## src/rtl/perf_csr_bank.sv

```systemverilog
// Performance counter CSR bank: 64-bit mcycle/minstret/mhpmcounterN with event
// selectors and inhibit mask, exposed as RV32 CSRs with a registered response.
module perf_csr_bank #(
  parameter int NUM_HPM    = 3,
  parameter int NUM_EVENTS = 5,
  parameter int CNT_WIDTH  = 64
) (
  input  logic                  clk,
  input  logic                  reset,
  input  logic [NUM_EVENTS-1:0] events_i,
  input  logic                  csr_req_valid,
  input  logic [11:0]           csr_addr,
  input  logic                  csr_we,
  input  logic [31:0]           csr_wdata,
  output logic                  csr_rsp_valid,
  output logic [31:0]           csr_rdata,
  output logic                  csr_rsp_illegal
);
  // Slot 0 = mcycle, slot 1 = minstret, slot s>=2 = mhpmcounter(s+1).
  localparam int              NSLOT    = NUM_HPM + 2;
  localparam int              LAST     = NUM_HPM + 2;
  localparam logic [4:0]      LAST5    = 5'(LAST);
  localparam logic [32:0]     LOW_ONES = (33'h1 << (LAST + 1)) - 33'h1;
  localparam logic [31:0]     INH_MASK = LOW_ONES[31:0] & 32'hFFFF_FFFD;

  logic [4:0] idx;
  logic [6:0] grp;
  logic       hi;
  logic       idx_cnt, is_mcnt, is_ucnt, is_inh, is_evt, illegal, wr_en;

  assign idx     = csr_addr[4:0];
  assign grp     = csr_addr[11:5];
  assign hi      = csr_addr[7];
  assign idx_cnt = (idx == 5'd0) || (idx == 5'd2) || ((idx >= 5'd3) && (idx <= LAST5));
  assign is_mcnt = ((grp == 7'h58) || (grp == 7'h5C)) && idx_cnt;
  assign is_ucnt = ((grp == 7'h60) || (grp == 7'h64)) && idx_cnt;
  assign is_inh  = (grp == 7'h19) && (idx == 5'd0);
  assign is_evt  = (grp == 7'h19) && (idx >= 5'd3) && (idx <= LAST5);
  assign illegal = !(is_mcnt || is_ucnt || is_inh || is_evt) || (csr_we && is_ucnt);
  assign wr_en   = csr_req_valid && csr_we && !illegal;

  logic [31:0]          inh_q, inh_d;
  logic [CNT_WIDTH-1:0] cnt_all [NSLOT];
  logic [4:0]           evt_all [NSLOT];

  assign inh_d = (wr_en && is_inh) ? (csr_wdata & INH_MASK) : inh_q;

  for (genvar gi = 0; gi < NSLOT; gi++) begin : g_slot
    localparam int CSR_N = (gi == 0) ? 0 : gi + 1;
    logic [CNT_WIDTH-1:0] cnt_q, cnt_d;
    logic                 inc, wr_cnt;

    assign wr_cnt = wr_en && is_mcnt && (idx == 5'(CSR_N));

    if (gi == 0) begin : g_cycle
      assign inc          = !inh_q[0];
      assign evt_all[gi]  = '0;
    end else if (gi == 1) begin : g_instret
      assign inc          = events_i[0] && !inh_q[2];
      assign evt_all[gi]  = '0;
    end else begin : g_hpm
      logic [4:0] evt_q, evt_d;
      logic       hit;
      // Selector values outside 1..NUM_EVENTS never match, so they never count.
      always_comb begin
        hit = 1'b0;
        for (int e = 0; e < NUM_EVENTS; e++) begin
          if ((evt_q == 5'(e + 1)) && events_i[e]) hit = 1'b1;
        end
      end
      assign inc   = hit && !inh_q[CSR_N];
      assign evt_d = (wr_en && is_evt && (idx == 5'(CSR_N))) ? csr_wdata[4:0] : evt_q;
      always_ff @(posedge clk) begin
        if (reset) evt_q <= '0;
        else       evt_q <= evt_d;
      end
      assign evt_all[gi] = evt_q;
    end

    // A write to either half suppresses the whole counter's increment this cycle.
    always_comb begin
      cnt_d = cnt_q;
      if (wr_cnt) begin
        if (hi) cnt_d[CNT_WIDTH-1:32] = csr_wdata;
        else    cnt_d[31:0]           = csr_wdata;
      end else if (inc) begin
        cnt_d = cnt_q + CNT_WIDTH'(1);
      end
    end

    always_ff @(posedge clk) begin
      if (reset) cnt_q <= '0;
      else       cnt_q <= cnt_d;
    end

    assign cnt_all[gi] = cnt_q;
  end

  logic [CNT_WIDTH-1:0] cnt_sel;
  logic [4:0]           evt_sel;
  logic [31:0]          rd_val;

  always_comb begin
    cnt_sel = '0;
    evt_sel = '0;
    for (int s = 0; s < NSLOT; s++) begin
      if (idx == 5'((s == 0) ? 0 : s + 1)) begin
        cnt_sel = cnt_all[s];
        evt_sel = evt_all[s];
      end
    end
    rd_val = '0;
    if (illegal)     rd_val = '0;
    else if (is_inh) rd_val = inh_q;
    else if (is_evt) rd_val = {27'b0, evt_sel};
    else             rd_val = hi ? cnt_sel[CNT_WIDTH-1:32] : cnt_sel[31:0];
  end

  logic        rsp_valid_q, rsp_valid_d, rsp_illegal_q, rsp_illegal_d;
  logic [31:0] rdata_q, rdata_d;

  assign rsp_valid_d   = csr_req_valid;
  assign rsp_illegal_d = csr_req_valid && illegal;
  assign rdata_d       = csr_req_valid ? rd_val : '0;

  always_ff @(posedge clk) begin
    if (reset) begin
      inh_q         <= '0;
      rsp_valid_q   <= 1'b0;
      rsp_illegal_q <= 1'b0;
      rdata_q       <= '0;
    end else begin
      inh_q         <= inh_d;
      rsp_valid_q   <= rsp_valid_d;
      rsp_illegal_q <= rsp_illegal_d;
      rdata_q       <= rdata_d;
    end
  end

  // Reset raised while a response is pending cancels it immediately.
  assign csr_rsp_valid   = rsp_valid_q && !reset;
  assign csr_rdata       = rdata_q;
  assign csr_rsp_illegal = rsp_illegal_q;
endmodule

```

## config.mk

```make
export PLATFORM = sky130hd
export DESIGN_NAME = perf_csr_bank
export DESIGN_NICKNAME = d
export VERILOG_FILES = /design/src/rtl/perf_csr_bank.sv
export SDC_FILE = /design/constraint.sdc
export NUM_CORES = 1
export LEC_CHECK = 0
export CORE_MARGIN = 10
export CORE_UTILIZATION = 40
export CTS_BUF_LIST = sky130_fd_sc_hd__clkbuf_16
export DETAILED_ROUTE_END_ITERATION = 10
export DONT_BUFFER_PORTS = 1
export PLACE_DENSITY_LB_ADDON = 0.05
export SLEW_MARGIN = 25
export SYNTH_ARGS = -nofsm -noshare
export SYNTH_HDL_FRONTEND = slang
export SYNTH_SLANG_ARGS = --single-unit
```

## constraint.sdc

```tcl
create_clock -name clk -period 6.4 [get_ports clk]
set_input_delay 1.28 -clock clk [delete_from_list [all_inputs] [get_ports clk]]
set_output_delay 1.28 -clock clk [all_outputs]
set_load 0.03 [all_outputs]
```

==> reports/results.ini <==
[power]
vdd_ir_drop_max_mv = 0.169
power.leakage_nw = 8.24
p_per_area_nw_per_um2 = 188
finalPower_mw = 5.17

[min_path]
hp-start = g_slot[2].g_hpm.evt_q[3]$_SDFFE_PP0P_
hold_path_class = flip-flop to flip-flop

[synth]
avgSynthCellArea_um2 = 7.31
yosysSeqAreaShare = 0.291
synth_common_cells = dfxtp_1, a21oi_1, nand2_1
post_synth_inst_count = 3526
yosys.area.top_type = dfxtp_1
synth_edf_count = 0
ys_async_sr_fraction = 0
syn_nets = 3584
ys_warn_count = 0
ys.flop_type = dfxtp_1
netlist.area_leader.share = 0.291
synth_most_common_cell = dfxtp_1
synth_area_leaders = dfxtp_1, a21oi_1, o21ai_0, nand2_1, mux2i_1
synth_cell_type_count = 100
syn-cell-area_um2 = 25800
ys_seq_elements = 374

[die]
dieArea_um2 = 75000
floorplan.initialDensity = 0.406
die_w_um = 274
rows = 92
io-pin-count = 87
core_region_area_um2 = 63400
fp.dieH_um = 274

[status]
status = completed

[clocking]
cts_resized = 0
cts_setup_buffers = 0
cts_root_buffer = clkbuf_16
insertion_delay_ns = 0.62
holdBufCountCts = 0
cts_tree = yes
cts_num_sinks = 374
cts_buffer_depth = 3
cts_max_level = 2
numCtsBuffers = 48
clkTransAtPathRegs_ns = 0.06

[setup_path]
path_delay_family = simple AND/OR/NAND/NOR gates
crit_chain = a211o_1 > nor2_2 > nand3_4 > mux2i_2 > buf_4 > o21ai_0 > a21oi_1
slowest_stage = mux2i_2
path_class = primary input to flip-flop
path_buf_inv = 1
crit_arrival_ns = 4.79
r2r_start = g_slot[3].cnt_q[0]$_SDFFE_PP0P_
cp_slowest_stage_delay_ns = 0.98
required_ns = 6.91
cp_max_fo = 42
cp-start-kind = primary input
end_kind = flip-flop
critPathLaunch = csr_addr[2]

[detailed_routing]
wl_per_cell_um = 32.0
met1_length_um = 56400
drt_iter0_drc = 4867
first_pass_iters = 7
drcViolationCount = 0
vias_per_cell = 7.13
vias = 30100
wl_met3_um = 16400
drtAntennaViolNets = 0
finalWirelength_um = 135000
highest_layer = met5
wl_met2_um = 54300

[sta]
final_hold_viol_count = 0
period_share = 0.669
slew_headroom = 0.115
min_period_ns = 4.28
grt_setup_unrepaired = false
setup_viol = 0
tightest_slew_ns = 1.33
tns_ns = 0
fmax_ghz = 0.234
finClkSkew_ns = 0.0271
slew_viol_final = 0

[global_route]
overflow = 0
grt_use_total = 0.343
grt_start_max_net_pins = 308
grt_pass1_wl_um = 194000
antenna_found_initial = 13
grt_pass1_vias = 26700

[final_layout]
drive_gt1_frac = 0.0646
nets = 3381
syn_to_final_growth_pct = 6.79

[placement]
hpwl_um = 91800
port-buffer-count = 0
gp_congestion = 1.08

[flow_run]
drv_cap = 0

-- layout by cell type, fill, tap and decap left out, drive strengths merged, types with 37 or more instances in the layout --
cell type,count
a211oi,108
a21oi,358
a221oi,62
a31oi,58
and2,76
and3,72
buf,51
clkbuf,50
dfxtp,374
inv,58
mux2i,117
nand2,359
nand3,166
nand4,111
nor2,284
nor3,140
nor4,79
o21ai,286
o22ai,53
o31ai,37
o32ai,38
-- tightest hold or removal path: stages, from the launching register on --
cell	delay [ns]
dfxtp_1	0.33
nand2_1	0.06
a21oi_1	0.05
-- cell families after synthesis --
logic type,Yosys count,share of synthesized area
AOI/OAI and AO/OA,1241,0.312
xor gates and xnor gates,1,0.000340
adders and majority gates,5,0.00243
buffers and inverters,353,0.0584
DFF,374,0.291
muxes,122,0.0481
and+or+nand+nor,1430,0.288
-- per-layer routing --
metal | global-route usage | vias to the layer above
met4 | 0.185 | 6
met3 | 0.0842 | 285
li1 | - | 13100
met5 | 0 | -
met1 | 0.480 | 14700
met2 | 0.473 | 1984
-- cell type report --
cell class / instances / area [um2]
inverters: 49 / 184
well taps: 846 / 1060
clock buffers: 50 / 1250
multi-input cells: 2799 / 16900
fillers: 6582 / 35900
flip-flops and latches: 374 / 7490
repair buffers: 51 / 403
diodes: 9 / 22.5
clock inverters: 38 / 195
-- flip-flops by register name (all words and copies together), names as in the netlist --
signal and cells:
csr_rdata 32, csr_rsp_illegal 1, g_slot.cnt_q 320, g_slot.g_hpm.evt_q 15, inh_q 5, rsp_valid_q 1
-- where the power goes --
part	total [mW]	leakage [nW]	switching [mW]	internal [mW]
Clock	2.63	0.753	1.19	1.44
Combinational	0.192	4.47	0.133	0.0590
Sequential	2.35	3.01	0.0120	2.34
Total	5.17	8.24	1.33	3.84
-- final timing paths --
check | end | slack (ns) | cells past startpoint
worst min register to register | g_slot[2].g_hpm.evt_q[3]$_SDFFE_PP0P_ | 0.49 | 2
worst min-delay path | g_slot[2].g_hpm.evt_q[3]$_SDFFE_PP0P_ | 0.49 | 2
worst max-delay path | g_slot[2].cnt_q[7]$_SDFFE_PP0P_ | 2.12 | 7
worst max register to register | g_slot[3].cnt_q[58]$_SDFFE_PP0P_ | 3.08 | 7
-- stage by stage --
stage	util	instances	worst slack, ns	hold WS (ns)	instance area, um2
5_1_grt	0.434	4212	2.11	0.506	27500
2_1_floorplan	-	3526	2.98	0.441	25800
4_1_cts	0.433	4206	2.33	0.486	27500
3_5_place_dp	0.410	4118	1.72	0.480	26000
3_3_place_gp	0.410	4118	1.38	0.473	26000
6_report	0.434	4216	2.12	0.491	27500
No activity file was read; power rests on OpenSTA's default activity.
